`config.mk`:
```
export PLATFORM = sky130hd
export DESIGN_NAME = bcd_countdown_timer
export DESIGN_NICKNAME = d
export VERILOG_FILES = /design/src/rtl/bcd_pkg.sv /design/src/rtl/bcd_prescaler.sv /design/src/rtl/bcd_countdown_timer.sv
export SDC_FILE = /design/constraint.sdc
export NUM_CORES = 1
export LEC_CHECK = 0
export ABC_AREA = 1
export BUFFER_PORTS_ARGS = -buffer_cell sky130_fd_sc_hd__buf_2
export CORE_UTILIZATION = 45
export DETAILED_ROUTE_END_ITERATION = 6
export GPL_TIMING_DRIVEN = 0
export PLACE_DENSITY = 0.61
export SYNTH_ARGS = -nofsm -noshare
export SYNTH_HDL_FRONTEND = slang
export SYNTH_HIERARCHICAL = 1
export SYNTH_SLANG_ARGS = --single-unit
```
`constraint.sdc`:
```
create_clock -name clock -period 4.7 [get_ports clock]
set_clock_uncertainty 0.2 [all_clocks]
set_input_delay 1.175 -clock clock [delete_from_list [all_inputs] [get_ports clock]]
set_output_delay 1.175 -clock clock [all_outputs]
set_load 0.1 [all_outputs]
```
`src/rtl/bcd_pkg.sv`:
```
// Shared definitions for the BCD counter family: FSM state encoding,
// the largest legal digit, and a per-digit clamp used when loading switches.
package bcd_pkg;

   typedef enum logic [1:0] {
      ST_IDLE = 2'd0,
      ST_RUN  = 2'd1,
      ST_DONE = 2'd2
   } state_t;

   localparam logic [3:0] BCD_MAX = 4'd9;

   // Switch inputs can present 4'hA..4'hF; saturate them to 9.
   function automatic logic [3:0] bcd_clamp(input logic [3:0] digit);
      return (digit > BCD_MAX) ? BCD_MAX : digit;
   endfunction

endpackage

```
`src/rtl/bcd_prescaler.sv`:
```
// Free-running divide-by-TICK_DIV strobe generator. tick is a combinational
// terminal-count strobe so the consumer can act on it in the same clock edge.
module bcd_prescaler #(
   parameter int TICK_DIV = 50000000,
   parameter int PW       = 26
) (
   input  logic clock,
   input  logic reset,
   input  logic clr,
   input  logic en,
   output logic tick
);

   localparam logic [PW-1:0] LAST = PW'(TICK_DIV - 1);

   logic [PW-1:0] count;

   assign tick = en && !clr && (count == LAST);

   // NOTE: sequential state uses non-blocking assignments so every register
   // samples pre-edge values regardless of process evaluation order.
   always_ff @(posedge clock) begin
      if (!reset) begin
         count <= '0;
      end else if (clr) begin
         count <= '0;
      end else if (en) begin
         count <= (count == LAST) ? '0 : count + 1'b1;
      end
   end

endmodule

```
`src/rtl/bcd_countdown_timer.sv`:
```
// Two-digit BCD countdown timer: load from switches, count down once per
// prescaled tick, stop at 00 with a sticky done flag. All outputs registered.
module bcd_countdown_timer
   import bcd_pkg::*;
#(
   parameter int TICK_DIV = 50000000,
   parameter int PW       = 26
) (
   input  logic       clock,
   input  logic       reset,
   input  logic       load,
   input  logic [3:0] load_tens,
   input  logic [3:0] load_ones,
   input  logic       start,
   input  logic       pause,
   output logic [3:0] bcd_ones,
   output logic [3:0] bcd_tens,
   output logic       tick,
   output logic       running,
   output logic       done
);

   state_t     state, state_next;
   logic [3:0] ones_next, tens_next;
   logic       tick_next, running_next, done_next;
   logic       pre_clr, pre_en, step;

   // Prescaler restarts on load and on the start edge so the first step
   // lands exactly TICK_DIV cycles after start; it freezes while paused.
   assign pre_clr = load || ((state == ST_IDLE) && start);
   assign pre_en  = (state == ST_RUN) && !pause && !load;

   bcd_prescaler #(
      .TICK_DIV (TICK_DIV),
      .PW       (PW)
   ) u_prescaler (
      .clock (clock),
      .reset (reset),
      .clr   (pre_clr),
      .en    (pre_en),
      .tick  (step)
   );

   // NOTE: every signal driven here receives a default first, so no path
   // leaves a value unassigned and no latch is inferred.
   always_comb begin
      state_next = state;
      ones_next  = bcd_ones;
      tens_next  = bcd_tens;
      done_next  = done;
      tick_next  = 1'b0;

      if (load) begin
         state_next = ST_IDLE;
         ones_next  = bcd_clamp(load_ones);
         tens_next  = bcd_clamp(load_tens);
         done_next  = 1'b0;
      end else begin
         unique case (state)
            ST_IDLE: begin
               if (start) begin
                  if ((bcd_ones == 4'd0) && (bcd_tens == 4'd0)) begin
                     state_next = ST_DONE;
                     done_next  = 1'b1;
                  end else begin
                     state_next = ST_RUN;
                  end
               end
            end
            ST_RUN: begin
               if (step) begin
                  tick_next = 1'b1;
                  if (bcd_ones == 4'd0) begin
                     ones_next = BCD_MAX;
                     tens_next = bcd_tens - 4'd1;
                  end else begin
                     ones_next = bcd_ones - 4'd1;
                  end
                  if ((bcd_tens == 4'd0) && (bcd_ones == 4'd1)) begin
                     state_next = ST_DONE;
                     done_next  = 1'b1;
                  end
               end
            end
            ST_DONE: begin
            end
            default: begin
               state_next = ST_IDLE;
            end
         endcase
      end

      running_next = (state_next == ST_RUN) && !pause;
   end

   always_ff @(posedge clock) begin
      if (!reset) begin
         state    <= ST_IDLE;
         bcd_ones <= 4'd0;
         bcd_tens <= 4'd0;
         tick     <= 1'b0;
         running  <= 1'b0;
         done     <= 1'b0;
      end else begin
         state    <= state_next;
         bcd_ones <= ones_next;
         bcd_tens <= tens_next;
         tick     <= tick_next;
         running  <= running_next;
         done     <= done_next;
      end
   end

endmodule

```
---- Yosys cells after proc, flatten, opt, wreduce, memory -nomap -nowiden ----
Index checks and enable logic that the tools add are counted.
storage, ports and cells
  flip-flop bits (word level) ............. 39
operators by class
  reductions and logical operators ........ 25
  add/subtract/negate cells ............... 3
  bitwise gates (word level) .............. 2
  mux-type cells .......................... 23
  equal/unequal tests ..................... 9
  $lt $le $gt $ge ......................... 2
operators by type and width
  cell                                                    count
  2-to-1 mux 4 bit                                        10
  adder 26 x 1 -> 26 bit (second input constant)          1
  equality test 26 bit (second input constant)            1
  2-to-1 mux 26 bit                                       1
  2-to-1 mux 2 bit                                        5
  > comparator 4 bit (second input constant)              2
  logical AND 1 bit                                       8
  logical NOT 4 bit                                       2
  nonzero test 2 bit                                      4
  subtractor 4 x 1 -> 4 bit (second input constant)       2
  one-hot mux 2 bit (3 select lines)                      1
  2-to-1 mux 1 bit                                        5
  AND reduction 5 bit                                     1
  equality test 2 x 1 -> 1 bit (second input constant)    2
  equality test 4 x 1 -> 1 bit (second input constant)    1
  inequality test 2 x 1 -> 1 bit (second input constant)  2
  inequality test 2 bit (second input constant)           2
  OR reduction 2 bit                                      2
  logical NOT 1 bit                                       3
  AND reduction 3 bit                                     1
  OR reduction 3 bit                                      1
  equality test 2 bit (second input constant)             1
  logical NOT 2 bit                                       1
  NOT 1 bit                                               2
  other kinds (3)                                         3

---- Longest topological paths before layout ----
  depth in word-level cells ............... 11
  mapped depth ............................ 16

---- By module ----
Netlist, hierarchy kept.
modules (own cells, without submodules)
  module               times used  cells an instance  area each (um2)
  bcd_prescaler        1           261                1,550.2
  bcd_countdown_timer  1           118                785.8

---- Worst setup path before layout ----
OpenSTA, ideal clock, no wires.
  kind .................................... input to register
  from .................................... input load
  to ...................................... register bcd_tens[1]
  slack ................................... 1.792 ns
  stages .................................. 14
  path buffers ............................ 2
  data arrival time ....................... 2.584 ns
  cells stage by stage .................... buf_6 -> nor3_1 -> clkbuf_2 -> nand2_1 -> nor2_1 -> nand3_1 -> inv_1 -> nand2_1 -> nor2_1 -> nand2_4 -> nand2_8 -> o21ai_4 -> o21ai_1 -> a21oi_1
between the ends
  cells in the longest elaborated chain, start to end .. 6
  elaborated cells on any way between the ends .. 11
  classes of those cells .................. 1 x mux; 10 x reduce/logical
RTL lines
  element                          RTL line                    RTL
  start, declared                  bcd_countdown_timer.sv:11   input logic load,
  logical NOT 1 bit                bcd_countdown_timer.sv:31   assign pre_en = (state == ST_RUN) && !pause && !load;
  logical AND 1 bit                bcd_countdown_timer.sv:31
  named net pre_en                 bcd_countdown_timer.sv:26   logic pre_clr, pre_en, step;
  logical AND 1 bit (2 in series)  bcd_prescaler.sv:18         assign tick = en && !clr && (count == LAST);
  named net step                   bcd_countdown_timer.sv:26
  nonzero test 2 bit (no line)     -
  AND reduction 3 bit (no line)    -
  end signal, assigned             bcd_countdown_timer.sv:107  bcd_tens <= tens_next;
  end, declared                    bcd_countdown_timer.sv:17   output logic [3:0] bcd_tens,
The timed path passes the listed nets, and every way through them passes these cells.
A chain may end at the register's enable or synchronous reset.

---- Worst setup path in the final report ----
Ends and elaborated chain as after synthesis.

==> metrics.txt <==
status=finished clean; Setup crit end kind=flip-flop; final setup vio count=0; main flop type after synthesis=dfxtp_1; Setup CP Type=in -> reg; Root Buffer=clkbuf_8; die width=74.1 um; # diodes=0; post-placement worst setup slack=1.32 ns; max-slew violations=0; DR vias=2238; Hold Crit Start=done$_SDFFE_PP0P_; proportion of synthesized chip area in sequential cells=33.4%; Pre-Repair DR Iteration Count=4; Antenna Nets Post-Route=0; Port-buffer cells=23; final wirelength=5.21 mm; Worst Tran Pin Value=0.485 ns; post-CTS sizing=0; Sequential cell area=781 sq um; final net count=425; CTS Hold Bufs=0; WL per Instance=10.9 um; Rel. slew slack=67.9%; die height=74.1 um; Yosys cell types=33; area share of the largest cell type after synthesis=33.4%; Post-synth EDFFs=0; fin crit share=65.0%; r2r startpoint=state[1]$_SDFF_PN0_; core area=4850 sq um; largest cells by area after synthesis=dfxtp_1, nand2_1, nor2_1; Area Growth Syn to Fin=12.3%; largest net degree at the start of global routing=14; H-tree depth reported by CTS=2; total power=0.000703 W; minimum clock period=3.05 ns; PwrDens=268 nW/um^2; first-pass GRT wire length=8.91 mm; Mapped Cells=379; Pleak=1.10 nW; max cap viols=0; worst setup margin=1.65 ns; CTS tree=done; Clock Latency Late Sink=0.30 ns; #FFs+latches synth=39; clock sinks=39; final-report hold violation count=0; vias in the first global route=1988; layout cells sized above 1=15.4%; critical path data required time=4.69 ns; WHS Path Cells=2; Max Freq=328 MHz; initial DRC count=142; mean cell area of the mapped netlist=6.16 sq um; initial antenna violation count=0; Fill cells=537; leading area contributor after synthesis=dfxtp_1; Hold Crit Class=reg -> reg; Clock Pin Slew Worst Setup and Hold Paths=0.09 ns; CP Max Fanout=10; initial core utilization=48.2%; DRC=0; setup repair bufs after CTS=0; Synth Net Count=395; R2R setup slack=2.33 ns; Startpoint Class=input pin; Critical Path Start=load; unrepaired setup endpoints after global routing=no; number of top-level pins=24; async set or reset register ratio after synthesis=0%; global-route usage over all layers=21.4%; Reg2Reg Depth=15; top cells by count, synth=nand2_1, nor2_1, inv_1; setup_tns=0 ns; Worst Path Arrival=3.04 ns; maximum vdd drop=0.146 mV; Via density=4.69; CTS buffer count=5; clock buffer depth=2; Mapped Area=2340 sq um; gpl congestion=0.835; full die area=5480 sq um; # rows=25; synth warn=6; GRT Residual Overflow=0; area of the multi-input gates=1310 sq um; post-DP HPWL=4.02 mm; count leader, synth=nand2_1
layout make-up:
type	count	area share, %
clock buffer	5	2.62
timing repair buffer	23	4.39
buffer	4	1.34
tap	67	3.20
sequential	39	29.8
inverter	54	7.92
multi-input combinational	282	50.0
clock inverter	3	0.763
report_power, final:
part	internal (W)	total, W	switching [W]
Combinational	0.0000304	0.000124	0.0000940
Sequential	0.000338	0.000344	0.00000652
Clock	0.000103	0.000234	0.000131
state kept, by name (all words and copies together) (netlist names):
register / cells
u_prescaler/count: 26
bcd_ones: 4
bcd_tens: 4
state: 2
done: 1
running: 1
tick: 1
placed cells by master, fill, tap and decap left out, types with 2 or more instances in the layout:
cell | synthesis | routed
nor2_1 | 85 | 85
inv_1 | 45 | 45
nand3_1 | 26 | 26
o211ai_1 | 2 | 2
nor2_2 | 7 | 7
o21ai_0 | 7 | 7
nor3_1 | 7 | 7
ha_1 | 3 | 3
buf_6 | 2 | 2
xor2_1 | 4 | 4
nor2_4 | 2 | 2
nand2_1 | 102 | 102
xnor2_1 | 3 | 3
dfxtp_1 | 39 | 39
o21ai_1 | 6 | 6
clkinvlp_4 | 0 | 2
clkbuf_8 | 0 | 5
a21oi_1 | 11 | 11
buf_2 | 0 | 23
inv_2 | 8 | 8
nand2_2 | 4 | 4
nand4_1 | 2 | 2
routing by layer:
metal | GRT usage [%] | routed length, um | up-vias | part of all wire [%]
li1 | - | - | 1232 | -
met1 | 30.2 | 2820 | 973 | 54
met2 | 31.8 | 2170 | 24 | 42
met3 | 4.34 | 136 | 9 | 2.6
met4 | 8.76 | 87 | 0 | 1.7
met5 | 0 | 0 | - | 0
metrics by stage:
stage	hold slack [ns]	cell area [sq um]	std cells	utilization (%)
2_1_floorplan	0.267	2340	379	-
3_3_place_gp	0.239	2530	469	52.3
3_5_place_dp	0.246	2530	469	52.3
4_1_cts	0.260	2620	477	54.1
5_1_grt	0.297	2620	477	54.1
6_report	0.257	2620	477	54.1
final timing paths:
check                                                 to
worst max-delay path            bcd_tens[1]$_SDFFE_PN0P_
worst min-delay path                   done$_SDFFE_PP0P_
worst max register to register  bcd_tens[1]$_SDFFE_PN0P_
worst min register to register         done$_SDFFE_PP0P_
critical path, stage by stage:
cell and delay (ns):
buf_2 0.13, buf_6 0.14, nor3_1 0.18, clkbuf_2 0.24, nand2_1 0.10, nor2_1 0.10, nand3_1 0.11, inv_1 0.07
nand2_1 0.07, nor2_1 0.21, nand2_4 0.13, nand2_8 0.10, o21ai_4 0.09, o21ai_1 0.13, a21oi_1 0.05
logic make-up after synthesis:
family / after synthesis / share of synthesized area, %
buf+inv: 58 / 10.4
fa+ha+maj: 3 / 1.61
compound gates: 32 / 8.09
flops: 39 / 33.4
xor+xnor: 7 / 2.62
simple gates: 240 / 43.9
(Power assumes the default switching activity.)
